File: config.mk
export PLATFORM = sky130hd
export DESIGN_NAME = dmem_arbiter
export DESIGN_NICKNAME = d
export VERILOG_FILES = /design/src/rtl/dmem_arbiter_pkg.sv /design/src/rtl/dmem_arbiter_rr_arbiter2.sv /design/src/rtl/dmem_arbiter.sv
export SDC_FILE = /design/constraint.sdc
export NUM_CORES = 1
export LEC_CHECK = 0
export CORE_AREA = 4 4 114 116
export CTS_CLUSTER_SIZE = 16
export DETAILED_ROUTE_END_ITERATION = 6
export DIE_AREA = 0 0 118 120
export PLACE_DENSITY = 0.73
export SYNTH_ARGS = -nofsm -noshare
export SYNTH_HDL_FRONTEND = slang
export SYNTH_HIERARCHICAL = 1
export SYNTH_SLANG_ARGS = --single-unit
export TNS_END_PERCENT = 10
File: constraint.sdc
create_clock -name clk -period 3.7 [get_ports clk]
set_input_delay 0.37 -clock clk [delete_from_list [all_inputs] [get_ports clk]]
set_output_delay 0.37 -clock clk [all_outputs]
set_load 0.05 [all_outputs]
File: src/rtl/dmem_arbiter_pkg.sv
// Shared constants and the address legality check for the data-memory arbiter.
package dmem_arbiter_pkg;

  localparam int DMEM_BYTES       = 8192;
  localparam int DMEM_WORDS       = 2048;
  localparam int WORD_OFFSET_BITS = 2;

  localparam int PORT_CPU = 0;
  localparam int PORT_DMA = 1;

  // Callers zero-extend to 64 bits so one function serves any address width.
  function automatic logic addr_err(input logic [63:0] addr, input logic [63:0] limit);
    return (addr[WORD_OFFSET_BITS-1:0] != '0) || (addr >= limit);
  endfunction

endpackage

File: src/rtl/dmem_arbiter_rr_arbiter2.sv
// Two-way round-robin arbiter; the pointer favours the port not granted last.
module rr_arbiter2 (
  input  logic       clk,
  input  logic       rst,
  input  logic [1:0] req,
  output logic [1:0] grant
);

  logic rr_ptr;

  // Grant is suppressed during reset so nothing is accepted in a reset cycle.
  always_comb begin
    grant = 2'b00;
    if (!rst) begin
      if (req == 2'b11) grant = rr_ptr ? 2'b10 : 2'b01;
      else              grant = req;
    end
  end

  always_ff @(posedge clk) begin
    if (rst)           rr_ptr <= 1'b0;
    else if (grant[1]) rr_ptr <= 1'b0;
    else if (grant[0]) rr_ptr <= 1'b1;
  end

endmodule

File: src/rtl/dmem_arbiter.sv
// Shares a single-port data memory between the CPU (port 0) and DMA (port 1).
module dmem_arbiter
  import dmem_arbiter_pkg::*;
#(
  parameter int ADDR_W    = 32,
  parameter int DATA_W    = 32,
  parameter int MEM_BYTES = DMEM_BYTES
) (
  input  logic              clk,
  input  logic              rst,
  input  logic              req0_valid,
  output logic              req0_ready,
  input  logic              req0_we,
  input  logic [ADDR_W-1:0] req0_addr,
  input  logic [DATA_W-1:0] req0_wdata,
  output logic              resp0_valid,
  output logic [DATA_W-1:0] resp0_rdata,
  output logic              resp0_err,
  input  logic              req1_valid,
  output logic              req1_ready,
  input  logic              req1_we,
  input  logic [ADDR_W-1:0] req1_addr,
  input  logic [DATA_W-1:0] req1_wdata,
  output logic              resp1_valid,
  output logic [DATA_W-1:0] resp1_rdata,
  output logic              resp1_err,
  output logic [ADDR_W-1:0] mem_a,
  output logic              mem_we,
  output logic [DATA_W-1:0] mem_wd,
  input  logic [DATA_W-1:0] mem_rd
);

  logic [1:0]        grant;
  logic              any_grant;
  logic [ADDR_W-1:0] addr_sel;
  logic              we_sel;
  logic [DATA_W-1:0] wdata_sel;
  logic              err_sel;

  logic [1:0]        resp_valid;
  logic [1:0]        resp_err;
  logic [DATA_W-1:0] resp_rdata [2];

  rr_arbiter2 u_arb (
    .clk   (clk),
    .rst   (rst),
    .req   ({req1_valid, req0_valid}),
    .grant (grant)
  );

  assign req0_ready = grant[PORT_CPU];
  assign req1_ready = grant[PORT_DMA];

  always_comb begin
    any_grant = |grant;
    addr_sel  = grant[PORT_DMA] ? req1_addr  : req0_addr;
    we_sel    = grant[PORT_DMA] ? req1_we    : req0_we;
    wdata_sel = grant[PORT_DMA] ? req1_wdata : req0_wdata;
    err_sel   = addr_err(64'(addr_sel), 64'(MEM_BYTES));
    // Illegal requests are still accepted but must never write memory.
    mem_a     = any_grant ? addr_sel  : '0;
    mem_wd    = any_grant ? wdata_sel : '0;
    mem_we    = any_grant && we_sel && !err_sel;
  end

  always_ff @(posedge clk) begin
    if (rst) begin
      resp_valid <= '0;
      resp_err   <= '0;
      for (int i = 0; i < 2; i++) resp_rdata[i] <= '0;
    end else begin
      resp_valid <= grant;
      for (int i = 0; i < 2; i++) begin
        if (grant[i]) begin
          resp_err[i]   <= err_sel;
          resp_rdata[i] <= (!err_sel && !we_sel) ? mem_rd : '0;
        end
      end
    end
  end

  assign resp0_valid = resp_valid[PORT_CPU];
  assign resp0_err   = resp_err[PORT_CPU];
  assign resp0_rdata = resp_rdata[PORT_CPU];
  assign resp1_valid = resp_valid[PORT_DMA];
  assign resp1_err   = resp_err[PORT_DMA];
  assign resp1_rdata = resp_rdata[PORT_DMA];

endmodule

==> results of run 1 <==
==> Yosys cell counts, types with 3 or more instances <==
| cell | n |
|---|---|
| nor4_1 | 9 |
| nor3b_2 | 31 |
| edfxtp_1 | 64 |
| buf_6 | 3 |
| buf_1 | 7 |
| a22o_1 | 64 |
| nor2b_1 | 6 |
| buf_2 | 5 |
| clkbuf_1 | 6 |
| dfxtp_1 | 5 |
| nor3b_1 | 4 |
==> area by class of cell <==
class                   count  area [um^2]  share of cell area [%]
multi-input cells         134         1220                    18.4
clock buffers               9          225                    3.39
flip-flops and latches     69         2020                    30.4
repair buffers            308         2950                    44.4
clock inverters             7         32.5                   0.489
diodes                      3         7.51                   0.113
well taps                 147          184                    2.77
==> logic make-up (layout without fill, tap and decap cells) <==
| group | count (synthesis) | after routing |
|---|---|---|
| AO/OA/AOI/OAI | 73 | 73 |
| flip-flops | 69 | 69 |
| AND/OR/NAND/NOR | 61 | 61 |
| buffers and inverters | 21 | 324 |
| other | 0 | 3 |
==> metal layers <==
layer,vias up,track usage [%],part of all wire (%)
li1,1535,-,-
met1,1559,21.7,37
met2,196,33.2,51
met3,18,5.98,8.6
met4,0,8.13,2.6
met5,-,0,0
==> through the flow <==
| stage | util (%) | std cells | area [um^2] | hold WS (ps) | total power [mW] |
|---|---|---|---|---|---|
| 6_report | 55.8 | 677 | 6650 | 506 | 2.43 |
| 5_1_grt | 55.8 | 677 | 6650 | 533 | 2.52 |
| 4_1_cts | 55.7 | 674 | 6640 | 506 | 2.46 |
| 3_5_place_dp | 53.6 | 658 | 6380 | 498 | 1.72 |
| 3_3_place_gp | 53.6 | 658 | 6380 | 493 | 1.71 |
| 2_1_floorplan | - | 224 | 3330 | 442 | 1.34 |
==> worst max-delay path, cell delays in order <==
cell and delay [ps]:
clkdlybuf4s50_1 590, a21oi_2 210, and2_1 260, nor2b_4 410, buf_4 500, a22oi_1 120
nor2b_1 270, buf_12 180
==> power groups by stage <==
stage	clock (mW)	combinational, mW	sequential, mW
3_3_place_gp	0	0.793	0.921
2_1_floorplan	0	0.275	1.06
4_1_cts	0.754	0.799	0.907
6_report	0.733	0.795	0.906
3_5_place_dp	0	0.796	0.922
5_1_grt	0.788	0.824	0.909
==> final timing paths <==
path	cells after the start	start	endpoint
min	2	resp_err[1]	resp_err[1]
min reg2reg	2	resp_err[1]	resp_err[1]
max reg2reg	7	u_arb/rr_ptr	resp_rdata[0][40]
max	8	rst	mem_we
==> sequential cells by signal, indices dropped and copies added (netlist names) <==
name and flops:
resp_rdata 64, resp_err 2, resp_valid 2, u_arb/rr_ptr 1
==> out/metrics.yaml, run 1 <==
synthesis:
  synth_top_family_by_area: "compound AO/OA/AOI/OAI gates"
  ys_warn_count: 6
  syn_avg_cell_area_um2: 14.9
  synth_area_leaders: "edfxtp_1 (58%), a22o_1 (17%), nor3b_2 (12%), dfxtp_1 (3.0%), nor4_1 (1.7%)"
  synth_top_area_share_pct: 57.6
  yosysUniqueCellTypes: 26
  synth-seq-cells: 69
  netlist_instances: 224
  synth_area_um2: 3330
  ys_seq_area_share_pct: 60.6
  synth-xor-area-share_pct: 0
  synth_edf_count: 64
  synthSimpleGateAreaFrac_pct: 17.1
  synthAdderAreaFrac_pct: 0
  postSynth.asyncResetShare_pct: 0
  synth_mux_area_share_pct: 0
  synth-compound-area-share_pct: 19.0
  synth-main-ff-cell: "edfxtp_1"
  synth_nets: 390
  synth_largest_area_cell: "edfxtp_1"
timing:
  tightest_slew_ps: 833
  max_slew_margin_pct: 44.5
  fin_crit_ps: 3290
  finalMaxSlewViolations: 0
  setup_slack_ps: 410
  hold_viol: 0
  fmax_mhz: 304
  skew_ps: 2.83
  setup_tns_ps: 0
  fin_crit_sh_pct: 88.9
  rsz0062_at_grt: "false"
  setup_violations: 0
worst_setup_path:
  cp.required_ps: 3330
  start_kind: "primary input"
  crit_path_end_kind: "output port"
  critical_path_class: "primary input to output port"
  cp_max_fo: 50
  rrSetupSlack_ps: 1070
  arrival_ps: 2920
global_routing:
  gr-total-overflow: 0
  track_usage_pct: 19.1
  grt_max_degree: 51
  antenna_found_initial: 3
  grt_pass1_vias: 3466
  grt_pass1_wl_um: 20700
layout:
  syn_to_final_growth_pct: 99.3
  drive_gt1_share_pct: 20.3
  mostFrequentLayoutCells: "clkdlybuf4s50_1 (250), a22o_1 (64), edfxtp_1 (64)"
  final_common_cell: "clkdlybuf4s50_1"
  fin_nets: 688
  n_fill_cell: 1013
floorplan:
  die_w_um: 118
  start_util_pct: 28.0
  top_level_ports: 301
  dieArea_um2: 14200
  core_region_area_um2: 11900
  die_h_um: 120
  rows: 40
pwr:
  power_density_nw_per_um2: 366
  p_leak_nw: 2.44
  p_int_mw: 1.67
  power_frac_clock_pct: 30.1
  combinationalPowerShare_pct: 32.7
  switchingPower_mw: 0.769
  power_frac_seq_pct: 37.2
  p_sw_share_pct: 31.6
  vdd_drop_max_v: 0.000206
drt:
  vias: 3308
  firstDrtPassIters: 4
  post_drt_wl_per_cell_um: 21.4
  postRouteAntennaNets: 0
  drt_iter0_drc: 222
  avgViaCountPerCell: 4.89
  totalWireLength_um: 14500
  drc: 0
clock_tree:
  clkLatencyLatePin_ps: 330
  root_buffer: "clkbuf_16"
  postCtsSetupBuffers: 0
  clockBufferDepth: 2
  clk_pin_slew_ps: 50
  cts_tree: "built"
  cts_made_buffers: 9
  numClockSinks: 69
  cts_resized: 0
  cts_hold_buffers: 0
  htreeDepth: 3
job:
  drv_cap: 0
placed_design:
  dp_hpwl_um: 11800
  gp_congestion: 0.929
  dp_slack_ps: 437
  port_buffers: 300
min_path:
  hold_path.class: "flop to flop"
run_status:
  status: "complete, no violations"
No activity file was read; power rests on OpenSTA's default activity.
==> run 2, diff against run 1 <==
Settings changed: SLEW_MARGIN from default to 20.
==> results of run 2 <==
The final DEF is identical to that of run 1; final timing and power are the same.
